`config.mk`:
```
export PLATFORM = sky130hd
export DESIGN_NAME = data_mem_wait
export DESIGN_NICKNAME = d
export VERILOG_FILES = /design/src/rtl/data_mem_pkg.sv /design/src/rtl/mem_lane_align.sv /design/src/rtl/data_mem_wait.sv
export SDC_FILE = /design/constraint.sdc
export NUM_CORES = 2
export LEC_CHECK = 0
export CORE_MARGIN = 1.5
export CORE_UTILIZATION = 45
export CTS_CLUSTER_SIZE = 40
export DETAILED_ROUTE_END_ITERATION = 10
export GPL_TIMING_DRIVEN = 0
export PLACE_DENSITY_LB_ADDON = 0.12
export SYNTH_ARGS = -nofsm -noshare
export SYNTH_HDL_FRONTEND = slang
export SYNTH_HIERARCHICAL = 1
export SYNTH_SLANG_ARGS = --single-unit
```
`constraint.sdc`:
```
create_clock -name clk -period 4.5 [get_ports clk]
set_input_delay 1.35 -clock clk [delete_from_list [all_inputs] [get_ports clk]]
set_output_delay 1.35 -clock clk [all_outputs]
set_load 0.02 [all_outputs]
```
`src/rtl/data_mem_pkg.sv`:
```
// Shared definitions for the MEM-stage data memory: access size codes and FSM states.
// Latency: n/a (definitions only).
// Backpressure: n/a.
package data_mem_pkg;

  // Access size encodings carried on the size port
  localparam logic [1:0] SZ_BYTE = 2'b00;
  localparam logic [1:0] SZ_HALF = 2'b01;
  localparam logic [1:0] SZ_WORD = 2'b10;
  localparam logic [1:0] SZ_ILL  = 2'b11;

  // Access sequencer states; values fixed so traces stay comparable across revisions
  typedef enum logic [1:0] {
    MEM_IDLE = 2'd0,
    MEM_BUSY = 2'd1,
    MEM_DONE = 2'd2
  } mem_state_e;

endpackage

```
`src/rtl/mem_lane_align.sv`:
```
// Byte-lane alignment: merges store data into a word and extracts load data from a word.
// Latency: combinational, zero cycles.
// Backpressure: none; pure function of its inputs.
//
// Ports:
//   word           in   32  current contents of the addressed memory word
//   lane           in   2   byte offset within the word
//   size           in   2   access size (SZ_BYTE / SZ_HALF / SZ_WORD / SZ_ILL)
//   wdata          in   32  store data, sub-word stores use the low bits
//   merged_word    out  32  word with the store data merged into the addressed lanes
//   extracted_data out  32  addressed lanes of word, zero-extended
//   misalign       out  1   halfword on an odd lane, or word on a non-zero lane
module mem_lane_align
  import data_mem_pkg::*;
(
  input  logic [31:0] word,
  input  logic [1:0]  lane,
  input  logic [1:0]  size,
  input  logic [31:0] wdata,
  output logic [31:0] merged_word,
  output logic [31:0] extracted_data,
  output logic        misalign
);

  always_comb begin
    merged_word    = word;
    extracted_data = '0;
    misalign       = 1'b0;
    case (size)
      SZ_BYTE: begin
        merged_word[8*lane +: 8]  = wdata[7:0];
        extracted_data[7:0]       = word[8*lane +: 8];
      end
      SZ_HALF: begin
        // Only lane[1] selects the half; an odd lane is flagged and the access is dropped upstream
        merged_word[16*lane[1] +: 16] = wdata[15:0];
        extracted_data[15:0]          = word[16*lane[1] +: 16];
        misalign                      = lane[0];
      end
      SZ_WORD: begin
        merged_word    = wdata;
        extracted_data = word;
        misalign       = |lane;
      end
      default: begin
        // Illegal size is reported by the caller; leave the word untouched
        merged_word    = word;
        extracted_data = '0;
        misalign       = 1'b0;
      end
    endcase
  end

endmodule

```
`src/rtl/data_mem_wait.sv`:
```
// MEM-stage data memory with fixed multi-cycle access latency, sub-word access and range checking.
// Latency: request in cycle T, result and ready in cycle T+WAIT_CYCLES+1.
// Backpressure: stall freezes the pipeline from the request cycle until the DONE cycle.
//
// Ports:
//   clk       in   1       clock, rising edge
//   rst       in   1       asynchronous active-low reset
//   alu_res   in   ADDR_W  byte address
//   val_rm    in   DATA_W  store data
//   mem_w_en  in   1       store request (level)
//   mem_r_en  in   1       load request (level)
//   size      in   2       access size
//   res_data  out  DATA_W  registered, zero-extended load result
//   stall     out  1       pipeline freeze request (combinational)
//   ready     out  1       one-cycle completion pulse
//   addr_err  out  1       one-cycle fault pulse, coincident with ready
module data_mem_wait
  import data_mem_pkg::*;
#(
  parameter int DATA_W      = 32,
  parameter int ADDR_W      = 32,
  parameter int DEPTH       = 64,
  parameter int BASE_ADDR   = 1024,
  parameter int WAIT_CYCLES = 3
) (
  input  logic              clk,
  input  logic              rst,
  input  logic [ADDR_W-1:0] alu_res,
  input  logic [DATA_W-1:0] val_rm,
  input  logic              mem_w_en,
  input  logic              mem_r_en,
  input  logic [1:0]        size,
  output logic [DATA_W-1:0] res_data,
  output logic              stall,
  output logic              ready,
  output logic              addr_err
);

  localparam int                IDX_W    = $clog2(DEPTH);
  localparam logic [3:0]        CNT_INIT = 4'(WAIT_CYCLES - 1);
  localparam logic [ADDR_W-1:0] BASE     = ADDR_W'(BASE_ADDR);
  localparam logic [ADDR_W-3:0] DEPTH_W  = (ADDR_W-2)'(DEPTH);

  mem_state_e        r_state;
  logic [3:0]        r_cnt;
  logic [ADDR_W-1:0] r_addr;
  logic [DATA_W-1:0] r_wdata;
  logic              r_is_wr;
  logic [1:0]        r_size;
  logic [DATA_W-1:0] r_res_data;
  logic              r_err;
  logic [DATA_W-1:0] r_mem [DEPTH];

  logic              w_req;
  logic              w_commit;
  logic [ADDR_W-1:0] w_off;
  logic [ADDR_W-3:0] w_idx_full;
  logic [IDX_W-1:0]  w_idx;
  logic [1:0]        w_lane;
  logic              w_below;
  logic              w_range;
  logic              w_misalign;
  logic              w_fault;
  logic [DATA_W-1:0] w_merged;
  logic [DATA_W-1:0] w_extract;

  assign w_req    = mem_r_en | mem_w_en;
  assign w_commit = (r_state == MEM_BUSY) && (r_cnt == 4'd0);

  // All address decoding works on the latched request, so input changes mid-access are ignored
  assign w_off      = r_addr - BASE;
  assign w_idx_full = w_off[ADDR_W-1:2];
  assign w_idx      = w_idx_full[IDX_W-1:0];
  assign w_lane     = w_off[1:0];
  assign w_below    = r_addr < BASE;
  assign w_range    = w_idx_full >= DEPTH_W;
  assign w_fault    = w_below | w_range | (r_size == SZ_ILL) | w_misalign;

  mem_lane_align u_align (
    .word           (r_mem[w_idx]),
    .lane           (w_lane),
    .size           (r_size),
    .wdata          (r_wdata),
    .merged_word    (w_merged),
    .extracted_data (w_extract),
    .misalign       (w_misalign)
  );

  always_ff @(posedge clk or negedge rst) begin
    if (!rst) begin
      r_state    <= MEM_IDLE;
      r_cnt      <= '0;
      r_addr     <= '0;
      r_wdata    <= '0;
      r_is_wr    <= 1'b0;
      r_size     <= SZ_BYTE;
      r_res_data <= '0;
      r_err      <= 1'b0;
    end else begin
      case (r_state)
        MEM_IDLE: begin
          if (w_req) begin
            r_addr  <= alu_res;
            r_wdata <= val_rm;
            r_is_wr <= mem_w_en;  // both enables together count as a store
            r_size  <= size;
            r_cnt   <= CNT_INIT;
            r_state <= MEM_BUSY;
          end
        end
        MEM_BUSY: begin
          if (r_cnt == 4'd0) begin
            r_res_data <= (!r_is_wr && !w_fault) ? w_extract : '0;
            r_err      <= w_fault;
            r_state    <= MEM_DONE;
          end else begin
            r_cnt <= r_cnt - 4'd1;
          end
        end
        MEM_DONE: begin
          // The still-held request belongs to the instruction just completed
          r_state <= MEM_IDLE;
        end
        default: r_state <= MEM_IDLE;
      endcase
    end
  end

  always_ff @(posedge clk or negedge rst) begin
    if (!rst) begin
      for (int i = 0; i < DEPTH; i++) begin
        r_mem[i] <= '0;
      end
    end else if (w_commit && r_is_wr && !w_fault) begin
      r_mem[w_idx] <= w_merged;
    end
  end

  assign res_data = r_res_data;
  assign ready    = (r_state == MEM_DONE);
  assign addr_err = ready & r_err;
  assign stall    = rst & (((r_state == MEM_IDLE) & w_req) | (r_state == MEM_BUSY));

endmodule

```
==> results.sh <==
export IMPL_power_frac_seq=0.318
export IMPL_cts_tree="yes"
export IMPL_root_buffer="clkbuf_16"
export IMPL_min_period_ns=4.83
export IMPL_worst_pin_slew_ns=1.95
export IMPL_violations="capacitance limit, slew limit, setup timing"
export IMPL_critPathMaxFanout=11
export IMPL_netSwitchingFraction=0.443
export IMPL_combPwrFrac=0.368
export IMPL_rsz0062_at_grt="true"
export IMPL_final_cells=10700
export IMPL_critPathLaunchType="flip-flop"
export IMPL_synthCells=6992
export IMPL_p_leak_nw=55.4
export IMPL_first_iter_violations=11700
export IMPL_ios=105
export IMPL_fp_dieH_um=462
export IMPL_post_place_cells=10000
export IMPL_yosys_warnings=6
export IMPL_synth_area_um2=94800
export IMPL_dieArea_um2=213000
export IMPL_wl_per_cell_um=46.2
export IMPL_ys_types=59
export IMPL_via_count=75800
export IMPL_fmax_ghz=0.207
export IMPL_cp_end_kind="flip-flop"
export IMPL_htree_levels=4
export IMPL_fin_nets=7683
export IMPL_multiInputGateArea_um2=39200
export IMPL_cap_violations=4
export IMPL_portBuffers=104
export IMPL_p_int_w=0.0354
export IMPL_power_switching_w=0.0281
export IMPL_antenna_left=0
export IMPL_relSlewSlack=-0.315
export IMPL_worst_slack_ns=-0.334
export IMPL_cp_data_arrival_time_ns=5.67
export IMPL_slew_violations=28
export IMPL_yosys_cell_count_top_type="dfrtp_1"
export IMPL_regArea_um2=53900
export IMPL_setup_viol=1637
export IMPL_pwr_share_clk=0.314
export IMPL_grt_pass1_vias=70300
export IMPL_die_w_um=462
export IMPL_yosys_top_cells_area="dfrtp_1, mux2_2, a22oi_1"
export IMPL_placed_cell_area_um2=103000
export IMPL_synth_area_per_cell_um2=13.6
export IMPL_clkSlewWorstSetupHoldPaths_ns=0.07
export IMPL_fin_worst_skew_ns=0.0472
export IMPL_drive_above_1_share=0.422
export IMPL_numCtsBuffers=227
export IMPL_antenna_found_initial=115
export IMPL_min_path_type="in2async"
export IMPL_core_rowCount=168
export IMPL_numClockSinks=2154
export IMPL_outcome="finished, violations left"
export IMPL_ys_flop_type="dfrtp_1"
export IMPL_grt_max_degree=187
export IMPL_fillers=17400
export IMPL_wirelength_mm=496
export IMPL_synth_top_area_cell="dfrtp_1"
export IMPL_syn2layout_area_growth_pct=22.0
export IMPL_detail_route_first_pass_iterations=6
export IMPL_synth_seq_area_share=0.569
export IMPL_drc=0
export IMPL_grt_ovfl_total=0
export IMPL_start_util=0.453
export IMPL_timing_hold_violations_final=0
export IMPL_clock_path_buffers=3
export IMPL_grt_use_total=0.461
export IMPL_grt_pass1_wl_mm=651
export IMPL_coreArea_um2=209000
export IMPL_fin_area_um2=116000
export IMPL_viasPerCell=7.06
export IMPL_cts_hold_buf=0
export IMPL_yosysTopAreaCellShare=0.569
export IMPL_synth_nets=7073
export IMPL_dp_hpwl_mm=346
export IMPL_criticalPathCategory="reg2reg"
export IMPL_fin_crit_sh=1.07
export IMPL_fin_setup_tns_ns=-185.59
export IMPL_peakVddDrop_mv=0.459
export IMPL_synth_common_cells="dfrtp_1, mux2_2, a22oi_1, clkbuf_1, mux2_1"
export IMPL_gp_congestion=1.07
export IMPL_synth_edf_count=0
export IMPL_synthArstFlopShare=1.00
export IMPL_power_density_nw_per_um2=549
export IMPL_required_ns=5.33
export IMPL_clk_latency_ns=0.93
export IMPL_ys_ff_latch=2154
-- power groups by stage --
| stage | clock [W] | combinational, W | sequential, W |
|---|---|---|---|
| 2_1_floorplan | 0 | 0.00555 | 0.0203 |
| 3_3_place_gp | 0 | 0.0177 | 0.0206 |
| 3_5_place_dp | 0 | 0.0200 | 0.0205 |
| 4_1_cts | 0.0199 | 0.0210 | 0.0202 |
| 5_1_grt | 0.0207 | 0.0221 | 0.0202 |
| 6_report | 0.0200 | 0.0234 | 0.0202 |
-- area by class of cell --
class | instances | share of cell area
multi-input combinational | 4088 | 0.339
tap | 2805 | 0.0303
clock inverter | 77 | 0.00862
timing repair buffer | 407 | 0.0531
sequential | 2154 | 0.466
buffer | 706 | 0.0408
clock buffer | 347 | 0.0591
antenna | 125 | 0.00270
inverter | 18 | 0.000584
-- critical path: stages (launching register included) --
cell and delay (ns):
dfrtp_2 0.51, nor3_2 0.42, clkbuf_2 0.45, clkbuf_4 0.40, buf_12 0.26, buf_6 0.34
a22oi_1 0.16, nand4_1 0.20, a22oi_1 0.21, nand4_1 0.17, buf_4 0.18, a22o_1 0.37
buf_4 0.36, clkbuf_2 0.37, mux2_2 0.23
-- layout by cell type, fill, tap and decap left out, types with 102 or more instances in the layout --
cell,n
diode_2,125
nand4_1,147
nand2_1,217
a22o_1,176
a22oi_1,744
clkdlybuf4s50_1,102
clkbuf_2,171
clkbuf_4,109
mux2_2,1776
clkbuf_16,230
a221oi_1,133
clkbuf_1,163
dfrtp_1,2151
buf_12,135
buf_4,312
mux2_1,274
-- timing repair --
action	CTS	global route
endpoints found under the setup margin	2081	2040
setup buffers	132	25
gates cloned	13	2
gates resized for setup	728	232
pin swaps	91	37
-- metrics by stage --
step / setup WS (ns) / utilization / power (W) / hold WS [ns]
final: -0.334 / 0.552 / 0.0635 / 0.469
after global routing: -0.0596 / 0.551 / 0.0629 / 0.462
after CTS: 0.000170 / 0.547 / 0.0611 / 0.448
after detailed placement: -3.33 / 0.490 / 0.0405 / 0.464
after global placement: -95.49 / 0.474 / 0.0382 / 0.463
after floorplan: 0.910 / - / 0.0258 / 0.437
-- state kept, by name (all words and copies together), names as in the netlist --
name,flops
r_is_wr,1
r_cnt,4
r_state,2
r_size,2
r_addr,32
res_data,32
r_err,1
r_mem,2048
r_wdata,32
-- routing by layer --
metal	up-vias	part of all wire	GRT usage
met2	6373	0.40	0.606
met5	-	0.0013	0.0213
li1	27600	-	-
met3	1861	0.14	0.208
met4	32	0.094	0.380
met1	39900	0.36	0.573
-- final timing paths --
check / endpoint / startpoint / slack [ns] / cells past startpoint
setup / recovery: r_mem[902] / r_addr[3] / -0.33 / 14
hold / removal: r_mem[1081] / rst / 0.47 / 2
setup reg to reg: r_mem[902] / r_addr[3] / -0.33 / 14
hold reg to reg: r_wdata[17] / r_wdata[17] / 0.48 / 2
max in group asynchronous: res_data[30] / rst / 1.95 / 4
min in group clk: r_wdata[17] / r_wdata[17] / 0.48 / 2
-- cell families (layout without fill, tap and decap cells) --
family                   after synthesis  count (layout)  synth area share
buffers and inverters                753            1555            0.0341
AO/OA/AOI/OAI                       1375            1378             0.110
XOR/XNOR                               4               4          0.000370
flip-flops                          2154            2154             0.569
AND/OR/NAND/NOR                      639             639            0.0407
multiplexers                        2056            2056             0.244
adder cells (fa/ha/maj)               11              11           0.00145
other                                  0             125                 0
Power figures use the tool's default switching activity.
